==> src/rtl/ram_cell_arbiter_if.sv <==
// Handshake bundle for ram_cell_arbiter: requester ports A and B, RAM pins, status.
interface ram_cell_arbiter_if #(
  parameter int ADDR_W     = 12,
  parameter int WORD_W     = 3,
  parameter int CELL_WORDS = 4
);
  localparam int CELL_W = WORD_W * CELL_WORDS;

  logic              a_req;
  logic              a_we;
  logic [ADDR_W-1:0] a_addr;
  logic [CELL_W-1:0] a_wdata;
  logic [CELL_W-1:0] a_rdata;
  logic              a_ack;

  logic              b_req;
  logic              b_we;
  logic [ADDR_W-1:0] b_addr;
  logic [CELL_W-1:0] b_wdata;
  logic [CELL_W-1:0] b_rdata;
  logic              b_ack;

  logic [ADDR_W-1:0] mem_addr;
  logic              mem_we;
  logic [WORD_W-1:0] mem_wdata;
  logic [WORD_W-1:0] mem_rdata;

  logic              busy;
  logic              owner;

  modport slave (
    input  a_req, a_we, a_addr, a_wdata,
    output a_rdata, a_ack,
    input  b_req, b_we, b_addr, b_wdata,
    output b_rdata, b_ack,
    output mem_addr, mem_we, mem_wdata,
    input  mem_rdata,
    output busy, owner
  );

  modport master (
    output a_req, a_we, a_addr, a_wdata,
    input  a_rdata, a_ack,
    output b_req, b_we, b_addr, b_wdata,
    input  b_rdata, b_ack,
    input  mem_addr, mem_we, mem_wdata,
    output mem_rdata,
    input  busy, owner
  );
endinterface

==> src/rtl/ram_cell_arbiter.sv <==
// Shares a single-port word RAM between two cell requesters, moving one cell as
// CELL_WORDS words MSW-first. Define RAM_CELL_ARB_FIXED_PRIO_EN to make port A win all ties.
module ram_cell_arbiter #(
  parameter int ADDR_W     = 12,
  parameter int WORD_W     = 3,
  parameter int CELL_WORDS = 4
) (
  input logic               clk,
  input logic               rst_n,
  ram_cell_arbiter_if.slave bus
);
  localparam int CELL_W = WORD_W * CELL_WORDS;
  localparam int CNT_W  = (CELL_WORDS > 1) ? $clog2(CELL_WORDS) : 1;
  localparam logic [CNT_W-1:0] LAST_CNT = CNT_W'(CELL_WORDS - 1);

  typedef enum logic [1:0] {
    IDLE,
    XFER,
    DONE
  } state_t;

  state_t            r_state;
  logic [CNT_W-1:0]  r_cnt;
  logic              r_we;
  logic [ADDR_W-1:0] r_base;
  logic [CELL_W-1:0] r_shift;
  logic              r_owner;
  logic              r_aAck;
  logic              r_bAck;
  logic [CELL_W-1:0] r_aRdata;
  logic [CELL_W-1:0] r_bRdata;
`ifndef RAM_CELL_ARB_FIXED_PRIO_EN
  logic              r_rrLast;
`endif

  logic              w_anyReq;
  logic              w_grantB;
  logic              w_lastWord;
  logic [WORD_W-1:0] w_shiftIn;
  logic [CELL_W-1:0] w_shiftNext;

  assign w_anyReq = bus.a_req | bus.b_req;

`ifdef RAM_CELL_ARB_FIXED_PRIO_EN
  assign w_grantB = bus.b_req & ~bus.a_req;
`else
  // On a tie, B wins only if A was the last port granted.
  assign w_grantB = bus.b_req & (~bus.a_req | ~r_rrLast);
`endif

  assign w_lastWord = (r_cnt == LAST_CNT);

  // One register serves both directions: write data leaves from the top, read words enter at the bottom.
  assign w_shiftIn   = r_we ? '0 : bus.mem_rdata;
  assign w_shiftNext = (r_shift << WORD_W) | CELL_W'(w_shiftIn);

  assign bus.mem_addr  = (r_state == XFER) ? (r_base + ADDR_W'(r_cnt)) : '0;
  assign bus.mem_we    = (r_state == XFER) & r_we;
  assign bus.mem_wdata = bus.mem_we ? r_shift[CELL_W-1 -: WORD_W] : '0;

  assign bus.busy    = (r_state != IDLE);
  assign bus.owner   = r_owner;
  assign bus.a_ack   = r_aAck;
  assign bus.b_ack   = r_bAck;
  assign bus.a_rdata = r_aRdata;
  assign bus.b_rdata = r_bRdata;

  always_ff @(posedge clk) begin
    if (!rst_n) begin
      r_state  <= IDLE;
      r_cnt    <= '0;
      r_we     <= 1'b0;
      r_base   <= '0;
      r_shift  <= '0;
      r_owner  <= 1'b0;
      r_aAck   <= 1'b0;
      r_bAck   <= 1'b0;
      r_aRdata <= '0;
      r_bRdata <= '0;
`ifndef RAM_CELL_ARB_FIXED_PRIO_EN
      r_rrLast <= 1'b1;
`endif
    end else begin
      r_aAck <= 1'b0;
      r_bAck <= 1'b0;
      case (r_state)
        IDLE: begin
          if (w_anyReq) begin
            r_owner <= w_grantB;
            r_cnt   <= '0;
            r_we    <= w_grantB ? bus.b_we    : bus.a_we;
            r_base  <= w_grantB ? bus.b_addr  : bus.a_addr;
            r_shift <= w_grantB ? bus.b_wdata : bus.a_wdata;
`ifndef RAM_CELL_ARB_FIXED_PRIO_EN
            r_rrLast <= w_grantB;
`endif
            r_state <= XFER;
          end
        end
        XFER: begin
          r_shift <= w_shiftNext;
          r_cnt   <= r_cnt + 1'b1;
          if (w_lastWord) begin
            r_state <= DONE;
            // Rdata of a write is left holding its previous cell.
            if (r_owner) begin
              r_bAck <= 1'b1;
              if (!r_we) r_bRdata <= w_shiftNext;
            end else begin
              r_aAck <= 1'b1;
              if (!r_we) r_aRdata <= w_shiftNext;
            end
          end
        end
        DONE: begin
          r_state <= IDLE;
        end
        default: begin
          r_state <= IDLE;
        end
      endcase
    end
  end
endmodule

==> src/flat_wrapper.sv <==
// flat-port wrapper written by rule: the top's interface ports become plain ports
module ram_cell_arbiter_flat 
#(
  parameter int ADDR_W     = 12,
  parameter int WORD_W     = 3,
  parameter int CELL_WORDS = 4
)
  (clk, rst_n, bus_a_req, bus_a_we, bus_a_addr, bus_a_wdata, bus_a_rdata, bus_a_ack, bus_b_req, bus_b_we, bus_b_addr, bus_b_wdata, bus_b_rdata, bus_b_ack, bus_mem_addr, bus_mem_we, bus_mem_wdata, bus_mem_rdata, bus_busy, bus_owner);
  ram_cell_arbiter_if #(.ADDR_W(ADDR_W), .WORD_W(WORD_W), .CELL_WORDS(CELL_WORDS)) bus_i ();
  input logic clk;
  input logic rst_n;
  input wire logic [$bits(bus_i.a_req)-1:0] bus_a_req;
  input wire logic [$bits(bus_i.a_we)-1:0] bus_a_we;
  input wire logic [$bits(bus_i.a_addr)-1:0] bus_a_addr;
  input wire logic [$bits(bus_i.a_wdata)-1:0] bus_a_wdata;
  output wire logic [$bits(bus_i.a_rdata)-1:0] bus_a_rdata;
  output wire logic [$bits(bus_i.a_ack)-1:0] bus_a_ack;
  input wire logic [$bits(bus_i.b_req)-1:0] bus_b_req;
  input wire logic [$bits(bus_i.b_we)-1:0] bus_b_we;
  input wire logic [$bits(bus_i.b_addr)-1:0] bus_b_addr;
  input wire logic [$bits(bus_i.b_wdata)-1:0] bus_b_wdata;
  output wire logic [$bits(bus_i.b_rdata)-1:0] bus_b_rdata;
  output wire logic [$bits(bus_i.b_ack)-1:0] bus_b_ack;
  output wire logic [$bits(bus_i.mem_addr)-1:0] bus_mem_addr;
  output wire logic [$bits(bus_i.mem_we)-1:0] bus_mem_we;
  output wire logic [$bits(bus_i.mem_wdata)-1:0] bus_mem_wdata;
  input wire logic [$bits(bus_i.mem_rdata)-1:0] bus_mem_rdata;
  output wire logic [$bits(bus_i.busy)-1:0] bus_busy;
  output wire logic [$bits(bus_i.owner)-1:0] bus_owner;
  assign bus_i.a_req = bus_a_req;
  assign bus_i.a_we = bus_a_we;
  assign bus_i.a_addr = bus_a_addr;
  assign bus_i.a_wdata = bus_a_wdata;
  assign bus_a_rdata = bus_i.a_rdata;
  assign bus_a_ack = bus_i.a_ack;
  assign bus_i.b_req = bus_b_req;
  assign bus_i.b_we = bus_b_we;
  assign bus_i.b_addr = bus_b_addr;
  assign bus_i.b_wdata = bus_b_wdata;
  assign bus_b_rdata = bus_i.b_rdata;
  assign bus_b_ack = bus_i.b_ack;
  assign bus_mem_addr = bus_i.mem_addr;
  assign bus_mem_we = bus_i.mem_we;
  assign bus_mem_wdata = bus_i.mem_wdata;
  assign bus_i.mem_rdata = bus_mem_rdata;
  assign bus_busy = bus_i.busy;
  assign bus_owner = bus_i.owner;
  ram_cell_arbiter #(.ADDR_W(ADDR_W), .WORD_W(WORD_W), .CELL_WORDS(CELL_WORDS)) u_core (.clk(clk), .rst_n(rst_n), .bus(bus_i));
endmodule
==> config.mk <==
export PLATFORM = sky130hd
export DESIGN_NAME = ram_cell_arbiter_flat
export DESIGN_NICKNAME = d
export VERILOG_FILES = /design/src/rtl/ram_cell_arbiter_if.sv /design/src/rtl/ram_cell_arbiter.sv /design/src/flat_wrapper.sv
export SDC_FILE = /design/constraint.sdc
export NUM_CORES = 1
export LEC_CHECK = 0
export CAP_MARGIN = 20
export CORE_ASPECT_RATIO = 1.75
export CORE_MARGIN = 4
export CORE_UTILIZATION = 33
export DETAILED_ROUTE_END_ITERATION = 8
export GPL_ROUTABILITY_DRIVEN = 0
export HOLD_SLACK_MARGIN = 0.02
export PLACE_DENSITY = 0.71
export SYNTH_ARGS = -nofsm -noshare
export SYNTH_HDL_FRONTEND = slang
export SYNTH_SLANG_ARGS = --single-unit
==> constraint.sdc <==
create_clock -name clk -period 2.9 [get_ports clk]
set_clock_uncertainty 0.05 [all_clocks]
set_input_delay 0.58 -clock clk [delete_from_list [all_inputs] [get_ports clk]]
set_output_delay 0.58 -clock clk [all_outputs]
set_load 0.01 [all_outputs]
==> out/results.tsv, run 1 <==
metric	value	unit
Iter 0 DRT Violations	203	
Num CTS Buffers	9	
fmax	355	MHz
WHS Path Cells	2	
antenna viol nets, final	0	
post-synthesis xor/xnor area fraction	0.586	%
Max-Cap Viols	0	
Initial Util	34.1	%
Slowest-stage cell, CP	clkdlybuf4s50_1	
Hold Path Class	reg2reg	
Place WS	82.8	ps
core area	8780	um2
die area	10700	um2
critical path endpoint category	primary output	
Min Hold Slack	422	ps
CTS Root Cell	clkbuf_16	
dpl hpwl	6550	um
DRC	0	
vias in the first global route	2974	
WL/cell	16.4	um
clk_lat worst skew	330	ps
clk sinks	57	
Final Slew Violations	0	
clock slew seen by the registers of the worst setup and hold paths	50	ps
endpoints failing setup	0	
Leakage Power	1.49	nW
FP Rows	45	
synthesized area	2990	um2
Compound-Gate Fraction of Synth Area	26.9	%
grt met2 use	28.8	%
first-pass GRT wire length	14600	um
die width	80.0	um
Max-slew headroom	43.0	%
clock buffer depth	2	
I/O Buffers	100	
Finished Layout Cells	547	
post-synthesis simple-gate area fraction	17.5	%
Worst Path Required	2270	ps
area delta synth->final	45.9	%
flops & latches, synth	57	
commonest non-fill, non-tap cell in the layout	clkdlybuf4s50_1	
PD cells	523	nW/um2
Worst Max-Slew Pin Slew	850	ps
Mapped Cells	337	
slowest stage delay, CP	550	ps
maximum VDD drop	293	uV
met3 Resource Use GR	4.10	%
antenna violations before repair	0	
Final Hold Vio Count	0	
final core utilization	49.7	%
Adder-Cell Fraction of Synth Area	1.92	%
Via density	5.51	
crit path max fanout	4	
worst setup margin	81.8	ps
post-synth top area cell	dfxtp_1	
syn_nets	398	
M1 GR Usage	19.4	%
GR peak layer	met2	
Die Y	134	um
CTS tree	yes	
Mean Syn Cell Area	8.88	um2
total iterations of the first detailed-routing run	5	
placed insts	531	
R2R Setup Slk	820	ps
I/O pin total	101	
share of post-route cells with drive strength above 1	10.5	%
hold buffers post-CTS	0	
Final Cycle Share	97.2	%
pin count of the biggest net entering global routing	40	
top-area cell type share of the netlist area	38.1	%
final WL	8950	um
status	finished, final reports clean	
Nets	486	
Crit Path Category	reg2out	
Worst EP arrival	2190	ps
Async S/R FF share, synth	0	%
worst reg2reg path depth	4	
multiplexer share of the synthesized area	7.70	%
Min Clock Period, post-route	2820	ps
Ant. Diodes	0	
remaining global-route overflow	0	
YS warnings	0	
register area share after synthesis	38.1	%
H-Tree Depth	3	
crit-path cells	ha_2, fa_1, buf_4, xnor2_1, nor2_1, clkdlybuf4s50_1	
most common flop cell mapped by yosys	dfxtp_1	
number of flops mapped to enable cells by yosys	0	
GRT Overall Usage	17.1	%
CP startpoint kind	flip-flop	
largest family of logic cells by synthesized area	compound AO/OA/AOI/OAI gates	
synth top area cells	dfxtp_1 (38%), a21oi_1 (7.9%), mux2i_1 (7.7%)	
Vias	3015	
most frequent cells in the layout	clkdlybuf4s50_1 (95), dfxtp_1 (56), a21oi_1 (46), nand3_1 (29), o21ai_0 (26)	
Synth cell types	49	
## sequential cells by signal, summed over array words and instances, names as in the netlist
signal / cells
u_core.bus.a_ack: 1
u_core.bus.a_rdata: 12
u_core.bus.b_ack: 1
u_core.bus.b_rdata: 12
u_core.bus.owner: 1
u_core.r_base: 12
u_core.r_cnt: 2
u_core.r_rrLast: 1
u_core.r_shift: 12
u_core.r_state: 2
u_core.r_we: 1
## synthesized netlist by cell type, types with 2 or more instances
cell type,number
dfxtp_1,57
a21oi_1,47
nand3_1,30
o21ai_0,26
mux2i_1,23
clkbuf_1,15
a221oi_1,12
nor4b_1,12
nor2_1,9
o22ai_1,9
buf_2,8
a211oi_2,7
buf_4,7
nand2_1,7
a211oi_1,6
inv_1,5
nand2b_1,4
a22oi_1,3
and2_1,3
and3_1,3
ha_1,3
o21ai_1,3
o31ai_1,3
o32ai_1,3
or3_1,3
or4_1,3
buf_6,2
o211ai_1,2
o21a_1,2
## power breakdown
| group | total, mW | internal (mW) | switching, mW |
|---|---|---|---|
| Combinational | 0.366 | 0.189 | 0.176 |
| Sequential | 0.884 | 0.827 | 0.0572 |
| Clock | 1.03 | 0.661 | 0.370 |
| Total | 2.28 | 1.68 | 0.604 |
## final timing paths
path	endpoint	start
setup reg to reg	u_core.bus.b_rdata[1]	u_core.r_cnt[1]
setup / recovery	bus_mem_addr[2]	u_core.r_cnt[0]
hold / removal	u_core.bus.b_rdata[6]	u_core.bus.b_rdata[6]
hold reg to reg	u_core.bus.b_rdata[6]	u_core.bus.b_rdata[6]
## cell type report
type,count,area [um2]
fillers,846,4420
multi-input cells,240,1670
flip-flops and latches,57,1140
repair buffers,111,1090
clock buffers,9,225
well taps,117,146
clock inverters,7,71.3
inverters,6,22.5
## per-stage QoR
step / area (um2) / setup TNS [ps] / power, mW
2_1_floorplan: 2990 / 0 / 1.10
3_3_place_gp: 4050 / 0 / 1.25
3_5_place_dp: 4050 / 0 / 1.26
4_1_cts: 4350 / 0 / 2.30
5_1_grt: 4360 / -1.73 / 2.37
6_report: 4360 / 0 / 2.28
## critical path: cells and delay by family, from the launching register on
kind / cells / cell delay (ps)
buf+inv: 2 / 710
simple gates: 1 / 90
xor+xnor: 1 / 120
flops: 1 / 340
fa+ha+maj: 2 / 600
## metal layers
| metal | up-vias | part of all wire (%) |
|---|---|---|
| li1 | 1450 | - |
| met1 | 1408 | 37 |
| met2 | 133 | 52 |
| met3 | 24 | 7.2 |
| met4 | 0 | 3.9 |
| met5 | - | 0 |
## cells by family after synthesis
logic type,after synthesis
buffers and inverters,40
multiplexers,23
flip-flops,57
XOR/XNOR,2
adder cells (fa/ha/maj),4
AO/OA/AOI/OAI,126
AND/OR/NAND/NOR,85
## timing repair
action / in CTS / in global routing
resized for setup: 8 / 5
endpoints found under the setup margin: 9 / 5
buffers inserted: 0 / 0
Power figures use the tool's default switching activity.
==> run 2: changes to the inputs <==
--- a/config.mk
+++ b/config.mk
@@ -16,3 +16,4 @@
 export SYNTH_ARGS = -nofsm -noshare
 export SYNTH_HDL_FRONTEND = slang
 export SYNTH_SLANG_ARGS = --single-unit
+export TNS_END_PERCENT = 20
==> run 2 against run 1 <==
Against the previous run: flip-flop and latch count did not move; core utilization is essentially flat; clock-buffer cell count unchanged; via count grew 0.20%; combinational power about the same; power hardly changed; critical path depth fell by 1; worst hold slack hardly changed; wire length about the same; maximum frequency down 1.4%; sequential power hardly changed; largest power group unchanged; highest routed layer unchanged.
==> out/results.tsv, run 2 (synthesis results as in run 1) <==
metric	value	unit
switching power	604	uW
Nets	486	
DRC	0	
Final Slew Violations	0	
commonest non-fill, non-tap cell in the layout	clkdlybuf4s50_1	
GRT Overall Usage	17.1	%
fmax	350	MHz
status	finished, final reports clean	
clk_lat worst skew	330	ps
CP top delay family	buffers and inverters	
Worst EP arrival	2230	ps
Num CTS Buffers	9	
remaining global-route overflow	0	
CTS Root Cell	clkbuf_16	
Vias	3021	
total iterations of the first detailed-routing run	5	
Max-Cap Viols	0	
Internal Power	1.68	mW
slowest stage delay, CP	560	ps
worst setup margin	43.0	ps
R2R Setup Slk	810	ps
clock buffer depth	2	
I/O pin total	101	
I/O Buffers	100	
CP startpoint kind	flip-flop	
WL/cell	16.4	um
Worst Path Required	2270	ps
Worst Max-Slew Pin Slew	860	ps
clock share of power	45.2	%
clk sinks	57	
final WL	8950	um
Crit Path Category	reg2out	
first-pass GRT wire length	14600	um
crit path max fanout	9	
Ant. Diodes	0	
Max-slew headroom	42.3	%
Leakage Power	1.48	nW
Min Hold Slack	422	ps
area delta synth->final	45.8	%
pin count of the biggest net entering global routing	40	
H-Tree Depth	3	
antenna violations before repair	0	
Via density	5.52	
Final Hold Vio Count	0	
antenna viol nets, final	0	
Die Y	134	um
most frequent cells in the layout	clkdlybuf4s50_1 (96), dfxtp_1 (56), a21oi_1 (46), nand3_1 (29), o21ai_0 (26)	
hold buffers post-CTS	0	
WP buf/inv	1	
maximum VDD drop	294	uV
Final Cycle Share	98.5	%
Slowest-stage cell, CP	clkdlybuf4s50_1	
Initial Util	34.1	%
core area	8780	um2
Place WS	82.8	ps
Hold Path Class	reg2reg	
Min Clock Period, post-route	2860	ps
dpl hpwl	6550	um
endpoints failing setup	0	
share of post-route cells with drive strength above 1	10.5	%
Iter 0 DRT Violations	191	
Sequential Power Share	38.8	%
critical path endpoint category	primary output	
switch share	26.5	%
die width	80.0	um
Comb pwr share	16.0	%
PD cells	523	nW/um2
crit-path cells	ha_1, a21oi_4, or4_1, a21oi_1, clkdlybuf4s50_1	
vias in the first global route	2974	
# fillers	846	
FP Rows	45	
setup tns final	0	ps
clock slew seen by the registers of the worst setup and hold paths	50	ps
total power	2.28	mW
die area	10700	um2
CTS tree	yes	
-- run 2: timing repair --
item,in CTS,in global routing
setup buffers,0,0
setup endpoints to repair,9,5
gates resized for setup,8,4
cloned,0,0
-- run 2: path summary, 6_finish.rpt --
path | endpoint | cells past startpoint | startpoint
worst min register to register | u_core.bus.b_rdata[6] | 2 | u_core.bus.b_rdata[6]
worst max-delay path | bus_mem_addr[7] | 5 | u_core.r_cnt[1]
worst max register to register | u_core.bus.b_rdata[1] | 4 | u_core.r_cnt[1]
worst min-delay path | u_core.bus.b_rdata[6] | 2 | u_core.bus.b_rdata[6]
-- run 2: layout make-up --
cell class / instances / area (um2) / area share (%)
inverter: 6 / 22.5 / 0.516
timing repair buffer: 111 / 1090 / 24.9
sequential: 57 / 1140 / 26.2
clock inverter: 7 / 71.3 / 1.64
clock buffer: 9 / 225 / 5.16
multi-input combinational: 240 / 1670 / 38.2
tap: 117 / 146 / 3.36
-- run 2: metrics by stage --
stage,std cells,area [um2],utilization [%]
floorplan,337,2990,-
global placement,531,4050,46.1
detailed placement,531,4050,46.1
CTS,547,4350,49.5
global route,547,4360,49.7
finish,547,4360,49.7
-- run 2: power by group through the flow --
stage	sequential, mW	clock (mW)	combinational [mW]
floorplan	0.876	0	0.219
CTS	0.881	1.05	0.366
global route	0.889	1.09	0.399
detailed placement	0.896	0	0.366
finish	0.884	1.03	0.366
global placement	0.893	0	0.358
-- run 2: per-layer routing --
| layer | track usage, % | up-vias | share of wire, % |
|---|---|---|---|
| met1 | 19.4 | 1411 | 37 |
| li1 | - | 1449 | - |
| met2 | 28.8 | 137 | 52 |
| met4 | 9.68 | 0 | 3.9 |
| met5 | 0 | - | 0 |
| met3 | 4.10 | 24 | 7.2 |
-- run 2: worst register-to-register path, stage by stage (launching register included) --
cell,delay [ps]
dfxtp_1,410
ha_1,240
nand4bb_1,700
o21ai_0,440
a21oi_1,120
==> RTL change 1, RTL diff (settings of run 2) <==
The 3 states of `state_t` get a one-hot encoding in 3 bits.
--- a/src/rtl/ram_cell_arbiter.sv
+++ b/src/rtl/ram_cell_arbiter.sv
@@ -14,8 +14,8 @@
   localparam logic [CNT_W-1:0] LAST_CNT = CNT_W'(CELL_WORDS - 1);
 
-  typedef enum logic [1:0] {
-    IDLE,
-    XFER,
-    DONE
+  typedef enum logic [2:0] {
+    IDLE = 3'b001,
+    XFER = 3'b010,
+    DONE = 3'b100
   } state_t;
 
Behaviour: no difference found for any inputs over 10 cycles, from zero or initial values and one cycle with rst_n low; not proved beyond that.
==> RTL change 1 against run 2 <==
  * Die area is 4.1% lower
  * Clock power is 7% lower
  * Sequential power is 2.8% higher
  * Power is 2.8% lower
  * Wire length is 4.1% lower
  * Setup slack better by 31 ps
  * Via count is 6.5% lower
  * Sequential cell count is 1 higher
  * Design area is 1.7% lower
  * Synthesized area is 4.4% lower
  * Largest cell class unchanged
==> RTL change 1: results (changes against run 2) <==
| Metric | Value |
|---|---|
| Worst-path maximum fanout | 3 (was 9) |
| Initial DRC Count | 139 (was 191) |
| Filler cell count | 823 (was 846) |
| Vias in the first global route | 2750 (was 2974) |
| CTS Buffer Depth | 2 (unchanged) |
| Asr flop ratio synth | 0% (unchanged) |
| Synth warn | 0 (unchanged) |
| Initial antenna violation count | 0 (unchanged) |
| Status | finished clean (unchanged) |
| # port buffers | 100 (unchanged) |
| Tot GR Track Use | 16.76% (was 17.14%) |
| Peak VDD IR | 0.3274 mV (was 0.2937 mV) |
| Fin nets | 480 (was 486) |
| CP max stage delay | 550 ps |
| Synthesized net count | 381 (was 398) |
| First-pass GRT wire length | 13.50 mm (was 14.61 mm) |
| Most frequent cells after synthesis | 68 x nand2_1, 58 x dfxtp_1, 37 x mux2i_1, 23 x a21oi_1, 15 x nand3_1 (was 57 x dfxtp_1, 47 x a21oi_1, 30 x nand3_1, 26 x o21ai_0, 23 x mux2i_1) |
| Relative slew slack | 47.67% (was 42.32%) |
| Total number of vias | 2826 (was 3021) |
| Predominant post-synthesis flop cell | dfxtp_1 (unchanged) |
| Drt pass-1 iters | 4 (was 5) |
| Latest clock arrival within the worst-skew pair | 330 ps (about the same) |
| Layout cell share with drive strength beyond 1 | 10.61% (was 10.47%) |
| Largest net degree at the start of global routing | 27 (was 40) |
| Ant. Diodes | 0 (unchanged) |
| Number of distinct library cells after synthesis | 43 (was 49) |
| Worst Path Arrival | 2200 ps (was 2230 ps) |
| Worst path top cell family by delay | buffers and inverters (unchanged) |
| Leakage | 0.001712 uW (was 0.001476 uW) |
| Total Routed Length | 8.584 mm (was 8.953 mm) |
| HPWL Detailed | 6.535 mm (was 6.554 mm) |
| Synth area leaders | dfxtp_1 41%, mux2i_1 13%, nand2_1 8.9%, a21oi_1 4.0%, a311oi_1 4.0% (was dfxtp_1 38%, a21oi_1 7.9%, mux2i_1 7.7%, nand3_1 5.0%, o21ai_0 4.3%) |
| CTS root buf | clkbuf_16 (unchanged) |
| Post-synthesis sequential area ratio | 40.61% (was 38.14%) |
[RTL change 1: cell families (layout without fill, tap and decap cells)]
group / after synthesis / count (layout) / synth area share, %
DFF: 58 / 58 / 40.61
and+or+nand+nor: 117 / 117 / 20.48
adders and majority gates: 4 / 4 / 2.013
muxes: 37 / 37 / 12.95
buffers and inverters: 29 / 133 / 5.208
xor gates and xnor gates: 2 / 2 / 0.6128
AOI/OAI and AO/OA: 73 / 73 / 18.12
[RTL change 1: metal layers]
metal	routed length (um)	GRT usage, %	vias up
met2	4629	31.25	117
met5	0	0	-
met1	3139	17.14	1312
met3	575	4.521	24
met4	239	7.004	0
li1	-	-	1373
[RTL change 1: through the flow]
stage / instance area [um^2] / TNS, ps / worst slack [ps] / cells
2_1_floorplan: 2859 / 0 / 677.5 / 320
3_3_place_gp: 3975 / 0 / 94.04 / 523
3_5_place_dp: 3975 / 0 / 81.12 / 523
4_1_cts: 4255 / -62.53 / -62.53 / 539
5_1_grt: 4289 / -26.39 / -26.39 / 539
6_report: 4289 / 0 / 74.12 / 539
[RTL change 1: final timing paths]
check | start | to | slack (ps) | cells after the start
min | u_core.bus.a_rdata[8]$_SDFFE_PN0P_ | u_core.bus.a_rdata[8]$_SDFFE_PN0P_ | 410 | 2
max reg2reg | u_core.r_state[0]$_SDFFE_PN1P_ | u_core.r_shift[10]$_SDFFE_PN0P_ | 1040 | 4
min reg2reg | u_core.bus.a_rdata[8]$_SDFFE_PN0P_ | u_core.bus.a_rdata[8]$_SDFFE_PN0P_ | 410 | 2
max | u_core.r_base[1]$_SDFFE_PN0P_ | bus_mem_addr[11] | 70 | 6
[RTL change 1: worst register-to-register path: cells and delay by family, from the launching register on]
kind | cells | cell delay (ps)
AOI/OAI and AO/OA | 1 | 330
buffers and inverters | 1 | 330
DFF | 1 | 390
and+or+nand+nor | 2 | 680
[RTL change 1: layout make-up]
cell class / instances / area share [%]
clock buffer: 11 / 5.659
multi-input combinational: 233 / 36.90
clock inverter: 5 / 0.7001
timing repair buffer: 113 / 25.88
tap: 115 / 3.355
inverter: 4 / 0.3501
sequential: 58 / 27.16
[RTL change 1: report_power, final]
part	internal [uW]	leakage (uW)	switching, uW
registers	852	0.000475	56.3
clock network	595	0.000131	363
logic	176	0.00111	175
[RTL change 1: what timing repair did]
item	in CTS	in global routing
gates cloned	0	0
buffers inserted	0	0
hold endpoints to repair	0	0
pin swaps	0	0
endpoints found under the setup margin	6	6
gates resized for setup	7	10
==> RTL change 2, RTL diff (settings of run 2) <==
Made on the original files. Add a define of `RAM_CELL_ARB_FIXED_PRIO_EN`.
--- a/src/rtl/ram_cell_arbiter.sv
+++ b/src/rtl/ram_cell_arbiter.sv
@@ -1,4 +1,6 @@
 // Shares a single-port word RAM between two cell requesters, moving one cell as
 // CELL_WORDS words MSW-first. Define RAM_CELL_ARB_FIXED_PRIO_EN to make port A win all ties.
+`define RAM_CELL_ARB_FIXED_PRIO_EN
+
 module ram_cell_arbiter #(
   parameter int ADDR_W     = 12,
Behaviour: not the same (a bounded check fails within 10 cycles, from zero or initial values and one cycle with rst_n low).
==> RTL change 2 against run 2 <==
  * Power shrank 21%
  * Via count shrank 2.6%
  * Clock power shrank 41%
  * Setup slack gained 44 ps
  * Wire length grew 2.7%
  * Synthesized area shrank 3.7%
  * Combinational power shrank 6.0%
  * Design area shrank 4.7%
  * Hold slack gained 4.8 ps
  * Utilization shrank 0.31 points
  * Global-route usage grew 0.20 points
  * Sequential cell count shrank 1
==> RTL change 2: results (changes against run 2) <==
| Metric | Value |
|---|---|
| Status | finished clean (unchanged) |
| Via/cell ratio | 5.271 (was 5.523) |
| Syn Inst Count | 351 (was 337) |
| Metal-1 WL | 3.464 mm (was 3.318 mm) |
| R2r startpoint | u_core.r_cnt[0]$_SDFFE_PN0P_ (was u_core.r_cnt[1]$_SDFFE_PN0P_) |
| Met1 Use GR | 18.81% (was 19.43%) |
| H-tree levels | 2 (was 3) |
| Number of distinct library cells after synthesis | 44 (was 49) |
| Peak VDD IR | 0.3415 mV (was 0.2937 mV) |
| Worst hold endpoint | u_core.bus.a_rdata[7]$_SDFFE_PN0P_ (was u_core.bus.b_rdata[6]$_SDFFE_PN0P_) |
| Final hold slack | 427.2 ps (was 422.4 ps) |
| Placed cell areas | 3989 um^2 (was 4046 um^2) |
| Worst Reg-to-Reg Cells | 5 (was 4) |
| Latest clock arrival within the worst-skew pair | 290 ps (was 330 ps) |
| Met3 WL | 421 um (was 648 um) |
| Layout cell share with drive strength beyond 1 | 7.901% (was 10.47%) |
| Synthesized net count | 412 (was 398) |
| Leakage | 0.001512 uW (was 0.001476 uW) |
| CTS buffer count | 5 (was 9) |
| Post-Place Worst Slack | 99.83 ps (was 82.77 ps) |
| Worst flop-to-flop path endpoint | u_core.bus.a_rdata[1]$_SDFFE_PN0P_ (was u_core.bus.b_rdata[1]$_SDFFE_PN0P_) |
| Drt pass-1 iters | 4 (was 5) |
| Worst Path Arrival | 2180 ps (was 2230 ps) |
| Post-Synth XOR/XNOR Area | 0.6079% (was 0.5855%) |
| Worst reg2reg setup slack | 940 ps (was 810 ps) |
| Synth Area in Adders | 1.997% (was 1.924%) |
| HPWL Detailed | 6.827 mm (was 6.554 mm) |
| Final Non-Filler Cells | 558 (was 547) |
| First-pass GRT wire length | 14.41 mm (was 14.61 mm) |
| Post-synthesis sequential area ratio | 38.91% (was 38.14%) |
| CTS clk-pin slew, worst paths | 70 ps (was 50 ps) |
| Compound-Gate Fraction of Synth Area | 27.27% (was 26.85%) |
| Vias in the first global route | 2822 (was 2974) |
| Worst-path maximum fanout | 7 (was 9) |
| Initial DRC Count | 104 (was 191) |
| Met3 Use GR | 2.740% (was 4.099%) |
| Tot GR Track Use | 17.34% (was 17.14%) |
| Most frequent cells after synthesis | 56 x dfxtp_1, 50 x a21oi_1, 29 x nand3_1, 28 x nand2_1, 26 x o21ai_0 (was 57 x dfxtp_1, 47 x a21oi_1, 30 x nand3_1, 26 x o21ai_0, 23 x mux2i_1) |
| Combinational Power Share | 19.1% (was 16.0%) |
| M2 GR Usage | 32.69% (was 28.78%) |
| Sw frac | 26.46% (was 26.49%) |
-- RTL change 2: how the worst max path moves through the flow --
stage	to	start	depth (start not counted)	slack, ps
floorplan	bus_mem_addr[10]	u_core.r_cnt[0]$_SDFFE_PN0P_	5	630
global placement	bus_mem_addr[10]	u_core.r_base[0]$_SDFFE_PN0P_	6	130
detailed placement	bus_mem_addr[10]	u_core.r_base[0]$_SDFFE_PN0P_	6	100
CTS	bus_mem_addr[11]	u_core.r_cnt[1]$_SDFFE_PN0P_	5	20
global route	bus_mem_addr[5]	u_core.r_cnt[1]$_SDFFE_PN0P_	5	-90
finish	bus_mem_addr[9]	u_core.r_cnt[1]$_SDFFE_PN0P_	5	90
-- RTL change 2: kinds of logic after synthesis --
| kind of cell | count (synthesis) |
|---|---|
| AOI/OAI and AO/OA | 131 |
| and+or+nand+nor | 105 |
| DFF | 56 |
| buffers and inverters | 38 |
| muxes | 15 |
| adders and majority gates | 4 |
| xor gates and xnor gates | 2 |
-- RTL change 2: worst register-to-register path, delay by kind of cell (launching register included) --
| kind | cells | cell delay, ps |
|---|---|---|
| AO/OA/AOI/OAI | 1 | 160 |
| buffers and inverters | 1 | 140 |
| adder cells (fa/ha/maj) | 1 | 200 |
| AND/OR/NAND/NOR | 2 | 960 |
| flip-flops | 1 | 370 |
-- RTL change 2: area by class of cell --
type | instances | area (um^2)
clock buffer | 6 | 138.9
clock inverter | 2 | 10.01
fill | 828 | 4267
inverter | 7 | 26.28
multi-input combinational | 257 | 1609
sequential | 56 | 1121
tap | 115 | 143.9
timing repair buffer | 115 | 1107
-- RTL change 2: repair_timing --
action                                  4_1_cts  5_1_grt
endpoints found under the setup margin        6        5
resized for setup                             7        5
pin swaps                                     1        0
